$ cat config.mk
export PLATFORM = sky130hd
export DESIGN_NAME = fsyn_ctl
export DESIGN_NICKNAME = d
export VERILOG_FILES = /design/src/rtl/fsyn_ctl.sv
export SDC_FILE = /design/constraint.sdc
export NUM_CORES = 1
export LEC_CHECK = 0
export CORE_UTILIZATION = 60
export DETAILED_ROUTE_END_ITERATION = 16
export HOLD_SLACK_MARGIN = 0.08
export PLACE_DENSITY = 0.85
export SKIP_LAST_GASP = 1
export SYNTH_ARGS = -nofsm -noshare
export SYNTH_HDL_FRONTEND = slang
export SYNTH_SLANG_ARGS = --single-unit
$ cat constraint.sdc
create_clock -name clk -period 8.5 [get_ports clk]
set_input_delay 2.55 -clock clk [delete_from_list [all_inputs] [get_ports clk]]
set_output_delay 2.55 -clock clk [all_outputs]
set_load 0.05 [all_outputs]
$ cat src/rtl/fsyn_ctl.sv
`default_nettype none
// ============================================================================
// Module      : fsyn_ctl
// Description : Carrier-acquisition sequencer for the fsyn carrier frequency
//               synchroniser. Integrates fsyn's averaged frequency error into
//               a saturating signed NCO offset and steps the acquisition
//               through IDLE -> FAST (coarse) -> SLOW (fine track). Carrier
//               loss moves it to HOLD, where the offset is frozen.
// Ports       : clk    - system clock, rising edge
//               rst    - synchronous reset, active-high
//               en     - enable acquisition; 0 forces IDLE and clears fof
//               thr    - noise-floor threshold, captured on IDLE -> FAST
//               fmv    - one-cycle measurement-valid strobe from fsyn
//               avgfrq - signed averaged frequency error from fsyn
//               fcd    - carrier-detect flag, meaningful only with fmv
//               nfl    - latched threshold driven back to fsyn
//               sfs    - fsyn slow-mode select (1 only in SLOW)
//               fof    - signed 24-bit NCO frequency offset
//               upd    - one-cycle pulse on every change of fof
//               lck    - carrier locked (1 only in SLOW)
// Revision    : 1.0 - initial release
// ============================================================================
module fsyn_ctl #(
    parameter int FSH = 2,
    parameter int SSH = 6,
    parameter int LTH = 512,
    parameter int UTH = 2048,
    parameter int LCN = 16,
    parameter int LOS = 8,
    parameter int HTO = 256
) (
    input  logic        clk,
    input  logic        rst,
    input  logic        en,
    input  logic [15:0] thr,
    input  logic        fmv,
    input  logic [15:0] avgfrq,
    input  logic        fcd,
    output logic [15:0] nfl,
    output logic        sfs,
    output logic [23:0] fof,
    output logic        upd,
    output logic        lck
);

    localparam int c_LCN_W = $clog2(LCN + 1);
    localparam int c_LOS_W = $clog2(LOS + 1);
    localparam int c_HTO_W = $clog2(HTO + 1);

    localparam logic [c_LCN_W-1:0] c_LCN_V = c_LCN_W'(LCN);
    localparam logic [c_LOS_W-1:0] c_LOS_V = c_LOS_W'(LOS);
    localparam logic [c_HTO_W-1:0] c_HTO_V = c_HTO_W'(HTO);
    localparam logic [16:0]        c_LTH_V = 17'(LTH);
    localparam logic [16:0]        c_UTH_V = 17'(UTH);

    typedef enum logic [1:0] {
        S_IDLE = 2'd0,
        S_FAST = 2'd1,
        S_SLOW = 2'd2,
        S_HOLD = 2'd3
    } state_t;

    state_t               r_state;
    state_t               w_state_nx;
    logic [23:0]          r_fof;
    logic [23:0]          w_fof_nx;
    logic [15:0]          r_nfl;
    logic [15:0]          w_nfl_nx;
    logic                 r_sfs;
    logic                 r_lck;
    logic                 r_upd;
    logic [c_LCN_W-1:0]   r_lcnt;
    logic [c_LCN_W-1:0]   w_lcnt_nx;
    logic [c_LOS_W-1:0]   r_lsc;
    logic [c_LOS_W-1:0]   w_lsc_nx;
    logic [c_HTO_W-1:0]   r_hcnt;
    logic [c_HTO_W-1:0]   w_hcnt_nx;

    // Work in 26 bits so fof minus the largest correction cannot wrap
    // before saturation is applied.
    logic signed [25:0]   w_avg_ext;
    logic signed [25:0]   w_fof_ext;
    logic signed [25:0]   w_sum_f;
    logic signed [25:0]   w_sum_s;
    logic [16:0]          w_avg17;
    logic [16:0]          w_mag;
    logic [c_LCN_W-1:0]   w_lcnt_inc;
    logic [c_LOS_W-1:0]   w_lsc_inc;
    logic [c_HTO_W-1:0]   w_hcnt_inc;

    function automatic logic [23:0] sat24(input logic signed [25:0] v);
        if (v > 26'sd8388607) begin
            return 24'h7F_FFFF;
        end else if (v < -26'sd8388608) begin
            return 24'h80_0000;
        end else begin
            return v[23:0];
        end
    endfunction

    assign w_avg_ext  = {{10{avgfrq[15]}}, avgfrq};
    assign w_fof_ext  = {{2{r_fof[23]}}, r_fof};
    // Arithmetic shift floors toward minus infinity (-5 >>> 2 = -2).
    assign w_sum_f    = w_fof_ext - (w_avg_ext >>> FSH);
    assign w_sum_s    = w_fof_ext - (w_avg_ext >>> SSH);
    // 17-bit magnitude so that |-32768| is representable.
    assign w_avg17    = {avgfrq[15], avgfrq};
    assign w_mag      = avgfrq[15] ? (17'd0 - w_avg17) : w_avg17;
    assign w_lcnt_inc = r_lcnt + c_LCN_W'(1);
    assign w_lsc_inc  = r_lsc + c_LOS_W'(1);
    assign w_hcnt_inc = r_hcnt + c_HTO_W'(1);

    always_comb begin
        w_state_nx = r_state;
        w_fof_nx   = r_fof;
        w_nfl_nx   = r_nfl;
        w_lcnt_nx  = r_lcnt;
        w_lsc_nx   = r_lsc;
        w_hcnt_nx  = r_hcnt;

        if (!en) begin
            // Disable wins over any strobe in the same cycle.
            w_state_nx = S_IDLE;
            w_fof_nx   = '0;
            w_lcnt_nx  = '0;
            w_lsc_nx   = '0;
            w_hcnt_nx  = '0;
        end else begin
            case (r_state)
                S_IDLE: begin
                    w_state_nx = S_FAST;
                    w_nfl_nx   = thr;
                    w_fof_nx   = '0;
                    w_lcnt_nx  = '0;
                    w_lsc_nx   = '0;
                    w_hcnt_nx  = '0;
                end
                S_FAST, S_SLOW: begin
                    if (fmv) begin
                        if (fcd) begin
                            w_lsc_nx = '0;
                            if (r_state == S_FAST) begin
                                w_fof_nx = sat24(w_sum_f);
                                if (w_mag < c_LTH_V) begin
                                    if (w_lcnt_inc == c_LCN_V) begin
                                        w_state_nx = S_SLOW;
                                        w_lcnt_nx  = '0;
                                    end else begin
                                        w_lcnt_nx = w_lcnt_inc;
                                    end
                                end else begin
                                    w_lcnt_nx = '0;
                                end
                            end else if (w_mag < c_UTH_V) begin
                                w_fof_nx = sat24(w_sum_s);
                            end else begin
                                // Large error while tracking: fall back to coarse.
                                w_state_nx = S_FAST;
                                w_lcnt_nx  = '0;
                            end
                        end else begin
                            w_lcnt_nx = '0;
                            if (w_lsc_inc == c_LOS_V) begin
                                w_state_nx = S_HOLD;
                                w_lsc_nx   = '0;
                                w_hcnt_nx  = '0;
                            end else begin
                                w_lsc_nx = w_lsc_inc;
                            end
                        end
                    end
                end
                S_HOLD: begin
                    if (fmv) begin
                        if (fcd) begin
                            // Carrier back: resume coarse search, no correction yet.
                            w_state_nx = S_FAST;
                            w_lcnt_nx  = '0;
                            w_lsc_nx   = '0;
                            w_hcnt_nx  = '0;
                        end else if (w_hcnt_inc == c_HTO_V) begin
                            w_state_nx = S_FAST;
                            w_fof_nx   = '0;
                            w_lcnt_nx  = '0;
                            w_lsc_nx   = '0;
                            w_hcnt_nx  = '0;
                        end else begin
                            w_hcnt_nx = w_hcnt_inc;
                        end
                    end
                end
                default: begin
                    w_state_nx = S_IDLE;
                    w_fof_nx   = '0;
                end
            endcase
        end
    end

    always_ff @(posedge clk) begin
        if (rst) begin
            r_state <= S_IDLE;
            r_fof   <= '0;
            r_nfl   <= '0;
            r_sfs   <= 1'b0;
            r_lck   <= 1'b0;
            r_upd   <= 1'b0;
            r_lcnt  <= '0;
            r_lsc   <= '0;
            r_hcnt  <= '0;
        end else begin
            r_state <= w_state_nx;
            r_fof   <= w_fof_nx;
            r_nfl   <= w_nfl_nx;
            r_sfs   <= (w_state_nx == S_SLOW);
            r_lck   <= (w_state_nx == S_SLOW);
            r_upd   <= (w_fof_nx != r_fof);
            r_lcnt  <= w_lcnt_nx;
            r_lsc   <= w_lsc_nx;
            r_hcnt  <= w_hcnt_nx;
        end
    end

    assign nfl = r_nfl;
    assign sfs = r_sfs;
    assign lck = r_lck;
    assign fof = r_fof;
    assign upd = r_upd;

endmodule
`default_nettype wire

==> results of run 1 <==
## synthesized netlist by cell type, types with 9 or more instances
| cell | number |
|---|---|
| clkbuf_1 | 28 |
| nor4_1 | 11 |
| dfxtp_1 | 62 |
| inv_1 | 37 |
| a31oi_1 | 9 |
| a21oi_1 | 108 |
| and3_1 | 17 |
| xor2_1 | 20 |
| o21ai_0 | 59 |
| nand2b_1 | 12 |
| nand3_1 | 34 |
| nand2_1 | 136 |
| nor2b_1 | 9 |
| ha_1 | 45 |
| a21o_1 | 15 |
| a22oi_1 | 15 |
| o211ai_1 | 12 |
| nand4_1 | 16 |
| nor3_1 | 23 |
| and2_1 | 10 |
| nor2_1 | 84 |
| a211oi_1 | 15 |
| xnor2_1 | 21 |
| o21a_1 | 9 |
## metal layers
layer	part of all wire [%]	global-route usage (%)	wire, um	vias to the layer above
li1	-	-	-	3761
met1	42	52.75	9745	3602
met2	42	59.00	9739	557
met3	12	10.97	2808	107
met4	4.3	15.83	1001	0
met5	0	0	0	-
## layout make-up
class                   instances  area (sq um)  share of cell area (%)
clock buffers                  11         232.7                   2.925
clock inverters                 4         72.57                  0.9121
inverters                      38         142.6                   1.793
multi-input cells             836          5271                   66.25
flip-flops and latches         62          1241                   15.60
well taps                     140         175.2                   2.202
repair buffers                 83         820.8                   10.32
## power by group
| group | switching, uW | total [uW] | internal, uW |
|---|---|---|---|
| Clock | 127 | 381 | 254 |
| Sequential | 3.15 | 299 | 296 |
| Combinational | 114 | 178 | 63.5 |
| Total | 244 | 858 | 614 |
## flip-flops by register name (all words and copies together), names as in the netlist
signal,cells
upd,1
r_hcnt,9
r_state,2
lck,1
fof,24
nfl,16
r_lsc,4
r_lcnt,5
## how the worst max path moves through the flow
| stage | endpoint | slack, ns | cells after the start |
|---|---|---|---|
| 2_1_floorplan | upd | 2.20 | 15 |
| 3_3_place_gp | upd | 0.87 | 15 |
| 3_5_place_dp | upd | 0.79 | 15 |
| 4_1_cts | upd | 1.12 | 15 |
| 5_1_grt | upd | 0.61 | 15 |
| 6_report | upd | 0.99 | 14 |
## tightest hold or removal path: stages, from the launching register on
cell     delay [ns]
dfxtp_1        0.30
nand2_1        0.05
a21oi_1        0.05
## stage by stage
step	setup slack (ns)	instances	hold slack, ns	power, uW
finish	0.9924	1174	0.4493	858.0
global route	0.6102	1174	0.4716	884.9
CTS	1.119	1174	0.4531	853.1
detailed placement	0.7914	1159	0.4474	476.0
global placement	0.8715	1159	0.4412	474.6
floorplan	2.200	976	0.4627	419.2
## kinds of logic (layout without fill, tap and decap cells)
group	Yosys count	count (layout)
muxes	6	6
DFF	62	62
AOI/OAI and AO/OA	344	344
xor gates and xnor gates	41	41
and+or+nand+nor	396	396
buffers and inverters	78	136
adders and majority gates	49	49
==> reports/results.tsv, run 1 <==
stage	metric	value	unit
run_status	outcome	finished, final reports clean	
detailed_routing	dr.pass1.iters	6	
critical_path	cpPeakStageDelay	0.70	ns
layout	final_common_cell	nand2_1	
timing	fin_tns_setup	0	ns
synth	synth.area.mux_share	0.8807	%
timing	finalHoldViolCount	0	
worst_hold_path	hp-class	reg2reg	
synth	yosys.area.top_type_share	18.20	%
timing	relSlewSlack	36.90	%
detailed_routing	viasPerCell	6.837	
synth	yosys.area.top_type	dfxtp_1	
power_and_ir_drop	ir_worst_vdd	0.1421	mV
layout	stdcell_area	0.007956	sq mm
worst_hold_path	hold_start	nfl[2]	
floorplan	boundaryPins	80	
synth	synth_top_family_by_area	compound AO/OA/AOI/OAI gates	
critical_path	reg2regPathDepth	15	
global_route	grt_max_degree	38	
placed_design	placed_cell_area	0.007651	sq mm
floorplan	initial_utilization	62.36	%
global_route	grt_overflow_total	0	
power_and_ir_drop	p_per_area	107.8	mW/mm^2
synth	synth_warnings	0	
synth	synthesis.area	0.006819	sq mm
synth	synthArstFlopShare	0	%
floorplan	chipHeight	108.6	um
detailed_routing	drc	0	
cts	numCtsBuffers	9	
critical_path	cp_top_family	compound AO/OA/AOI/OAI gates	
layout	num-fill-cells	928	
critical_path	r2r-start	fof[0]	
synth	syn_area_per_cell	6.987	sq um
synth	ys_seq_area_share	18.20	%
global_route	grt_pass1_vias	7136	
detailed_routing	drtAntennaViolNets	0	
critical_path	path_cells	clkdlybuf4s50_1 > inv_1 > ha_1 > a21oi_1 > o21ai_1 > a311oi_4 > o21ai_1 > a21oi_1 > nand2_1 > a22oi_1 > o21ai_0 > or4_1 > nor4_1 > a41oi_1	
timing	tightest_slew	0.9385	ns
synth	syn-num-nets	1060	
cts	ctsHoldBuffers	0	
synth	synthSimpleGateAreaFrac	28.09	%
synth	synth-seq-cells	62	
cts	cts.htree.levels	3	
timing	clock_skew	0.008340	ns
layout	mostFrequentLayoutCells	nand2_1 (136), a21oi_1 (108), nor2_1 (84)	
critical_path	crit_start	avgfrq[15]	
critical_path	worstPathMaxFanout	15	
timing	fin_crit	7.508	ns
layout	area_delta_synth_final	16.68	%
critical_path	crit_path_end_kind	flip-flop	
floorplan	fp-row-count	38	
synth	yosys-top-cells-area	dfxtp_1 (18%), ha_1 (8.3%), a21oi_1 (7.9%)	
layout	fin_util	72.76	%
worst_hold_path	hold_end	nfl[2]	
floorplan	die-area	0.01180	sq mm
floorplan	die_w	108.6	um
detailed_routing	vias	8027	
cts	clkSinkCount	62	
cts	cts_tree	built	
synth	synth_xor_xnor_area_share	5.266	%
critical_path	crit_path_top_delay_cell	a21oi_1	
floorplan	core_area	0.01094	sq mm
worst_hold_path	hold_depth	2	
global_route	grt_pass1_wl	36160	um
global_route	grt_usage	39.35	%
critical_path	reg2reg_slack	3.21	ns
detailed_routing	wire_per_inst	19.84	um
placed_design	hpwl	17470	um
placed_design	place_congestion	1.041	
layout	drive_gt1_share	4.449	%
critical_path	arrival	7.69	ns
cts	clk_pin_slew	0.05	ns
critical_path	crit_required	8.68	ns
critical_path	critical_path_buf_inv_count	2	
cts	worstSkewPairLatency	0.33	ns
synth	ys_types	82	
cts	clock_path_buffers	2	
placed_design	port_buffers	79	
critical_path	r2r_end	upd	
run	drv_cap	0	
synth	synth_compound_area_share	33.93	%
detailed_routing	drt-initial-drc-count	1184	
cts	cts_root_buf	clkbuf_16	
timing	finalSetupViolations	0	
synth	synthCells	976	
cts	post_cts_resized	0	
critical_path	start_kind	input pin	
power_and_ir_drop	p_leak	0.003079	uW
global_route	antenna_found_initial	0	
layout	num_antenna_cells	0	
synth	synthAdderAreaFrac	9.138	%
synth	synth_edf_count	0	
detailed_routing	routed_wl	23300	um
timing	rsz0062_at_grt	false	
layout	fin_nets	1114	
critical_path	crit_type	in2reg	
cts	postCtsSetupRepairBufs	0	
synth	synthFlopType	dfxtp_1	
timing	slew_violations	0	
timing	fmax	133.2	MHz
timing	fin_crit_sh	88.33	%
No activity file was read; power rests on OpenSTA's default activity.
==> run 2: changes to the inputs <==
--- a/config.mk
+++ b/config.mk
@@ -7,6 +7,7 @@
 export LEC_CHECK = 0
 export CORE_UTILIZATION = 60
 export DETAILED_ROUTE_END_ITERATION = 16
+export GPL_ROUTABILITY_DRIVEN = 0
 export HOLD_SLACK_MARGIN = 0.08
 export PLACE_DENSITY = 0.85
 export SKIP_LAST_GASP = 1
==> constraint.sdc (replaced) <==
create_clock -name clk -period 8.5 [get_ports clk]
set_input_delay 2.55 -clock clk [delete_from_list [all_inputs] [get_ports clk]]
set_output_delay 2.55 -clock clk [all_outputs]
set_load 0.02 [all_outputs]
==> run 2 against run 1 <==
  * Final cell count unchanged
  * Critical endpoint unchanged
  * Worst setup slack gained 0.015 ns
  * Power decreased by 0.11%
  * Hold slack improved by 0.0016 ns
  * Highest routed layer unchanged
==> reports/results.tsv, run 2 (synthesized netlist as in run 1, its figures left out) <==
stage	metric	value	unit	change
detailed_routing	drc	0		unchanged
critical_path	critPathMostFrequentCell	or4_1		
detailed_routing	routed_wl	22720	um	-2.5%
critical_path	crit_required	8.68	ns	about the same
cts	numCtsBuffers	9		unchanged
layout	largest_reg_flops	24		unchanged
cts	clock_path_buffers	2		unchanged
floorplan	core_area	0.01094	sq mm	unchanged
global_route	grt_pass1_vias	7152		+0.22%
critical_path	worstPathMaxFanout	15		unchanged
global_route	grt_pass1_wl	35600	um	-1.5%
cts	cts.htree.levels	3		unchanged
critical_path	path_cells	clkdlybuf4s50_1 > inv_1 > ha_1 > a21oi_1 > o21ai_0 > a211o_1 > a211oi_2 > a21boi_1 > nor2_2 > nand2_1 > o32ai_1 > or4_1 > or4_1 > nor4_1 > a41oi_1		
layout	mostFrequentLayoutCells	nand2_1 (136), a21oi_1 (108), nor2_1 (84)		
critical_path	reg2reg_slack	3.35	ns	+0.14 ns
floorplan	initial_utilization	62.36	%	unchanged
layout	fin_nets	1114		unchanged
layout	drive_gt1_share	4.642	%	+0.19 points
layout	num_antenna_cells	0		unchanged
floorplan	chipHeight	108.6	um	unchanged
critical_path	cpPeakStageDelay	0.50	ns	-0.20 ns
cts	clk_pin_slew	0.05	ns	about the same
cts	ctsHoldBuffers	0		unchanged
global_route	grt_overflow_total	0		unchanged
cts	postCtsSetupRepairBufs	0		unchanged
layout	regArea	0.001241	sq mm	unchanged
timing	finalSetupViolations	0		unchanged
power_and_ir_drop	p_leak	0.003094	uW	+0.51%
detailed_routing	drtAntennaViolNets	0		unchanged
detailed_routing	wire_per_inst	19.36	um	-2.5%
run_status	outcome	finished, final reports clean		
critical_path	crit_type	in2reg		
cts	clkSinkCount	62		unchanged
detailed_routing	drt-initial-drc-count	1011		-15%
cts	worstSkewPairLatency	0.33	ns	about the same
placed_design	hpwl	17220	um	-1.4%
global_route	grt_max_degree	38		unchanged
floorplan	fp-row-count	38		unchanged
cts	cts_tree	built		
detailed_routing	wl_met1	9302	um	-4.5%
detailed_routing	viasPerCell	6.868		+0.45%
floorplan	boundaryPins	80		unchanged
timing	fin_crit	7.492	ns	-0.01536 ns
placed_design	port_buffers	79		unchanged
detailed_routing	top_layer_used	met4		
detailed_routing	vias	8063		+0.45%
worst_hold_path	hp-class	reg2reg		
critical_path	arrival	7.67	ns	-0.02 ns
timing	fmax	133.5	MHz	+0.20%
run	drv_cap	0		unchanged
layout	final_common_cell	nand2_1		
cts	cts_root_buf	clkbuf_16		
power_and_ir_drop	p_per_area	107.5	mW/mm^2	-0.33%
layout	num-fill-cells	918		-1.1%
detailed_routing	routed-wl-met2	9397	um	-3.5%
power_and_ir_drop	ir_worst_vdd	0.1531	mV	+7.7%
timing	rsz0062_at_grt	false		
critical_path	crit_path_top_delay_cell	or4_1		
detailed_routing	dr.pass1.iters	6		unchanged
timing	tightest_slew	0.9783	ns	+0.03984 ns
timing	clock_skew	0.005532	ns	-0.002808 ns
critical_path	start_kind	input pin		
cts	post_cts_resized	0		unchanged
timing	slew_violations	0		unchanged
floorplan	die-area	0.01180	sq mm	unchanged
layout	area_delta_synth_final	16.94	%	
timing	finalHoldViolCount	0		unchanged
global_route	antenna_found_initial	0		unchanged
detailed_routing	wl_met3	2932	um	+4.4%
layout	multi_input_area	0.005271	sq mm	unchanged
floorplan	die_w	108.6	um	unchanged
layout	fin_util	72.92	%	+0.16 points
global_route	grt_usage	38.54	%	-0.81 points
timing	fin_crit_sh	88.14	%	-0.18 points
critical_path	crit_path_end_kind	flip-flop		
timing	relSlewSlack	33.09	%	-3.8 points
timing	fin_tns_setup	0	ns	unchanged
[run 2: cell types whose count changed in the layout (fill, tap and decap cells not counted)]
cell	previous run	this run
clkbuf_1	2	0
clkbuf_8	0	2
clkinv_2	1	2
clkinvlp_4	1	0
[run 2: worst max-delay path: cells and delay by family]
family / cells / cell delay [ns]
AND/OR/NAND/NOR: 5 / 1.63
AO/OA/AOI/OAI: 7 / 2.03
buffers and inverters: 2 / 0.96
adder cells (fa/ha/maj): 1 / 0.49
[run 2: metal layers]
| metal | vias to the layer above | global-route usage, % |
|---|---|---|
| met2 | 568 | 56.96 |
| li1 | 3746 | - |
| met1 | 3640 | 52.46 |
| met5 | - | 0 |
| met3 | 109 | 9.825 |
| met4 | 0 | 16.70 |
[run 2: through the flow]
step	cell area (sq um)	std cells	total power, uW	hold WS, ns	worst slack (ns)
floorplan	6819	976	409.0	0.4627	2.209
global placement	7651	1159	463.1	0.4409	0.9449
detailed placement	7651	1159	465.0	0.4462	0.8668
CTS	7974	1174	856.2	0.4524	1.196
global route	7974	1174	887.9	0.4843	0.8035
finish	7974	1174	857.1	0.4509	1.008
[run 2: final cells by class]
| cell class | count | share of cell area [%] |
|---|---|---|
| clock inverter | 4 | 0.8787 |
| inverter | 38 | 1.789 |
| sequential | 62 | 15.57 |
| timing repair buffer | 83 | 10.29 |
| multi-input combinational | 836 | 66.11 |
| clock buffer | 11 | 3.170 |
| tap | 140 | 2.197 |
[run 2: worst paths after layout]
| kind | start | to | cells past startpoint |
|---|---|---|---|
| min reg2reg | nfl[13] | nfl[13] | 2 |
| max | avgfrq[15] | upd | 15 |
| min | nfl[13] | nfl[13] | 2 |
| max reg2reg | fof[0] | upd | 15 |
[run 2: report_power, final]
| group | switching [uW] | internal, uW |
|---|---|---|
| combinational | 103 | 63.5 |
| sequential | 3.07 | 296 |
| clock | 122 | 269 |
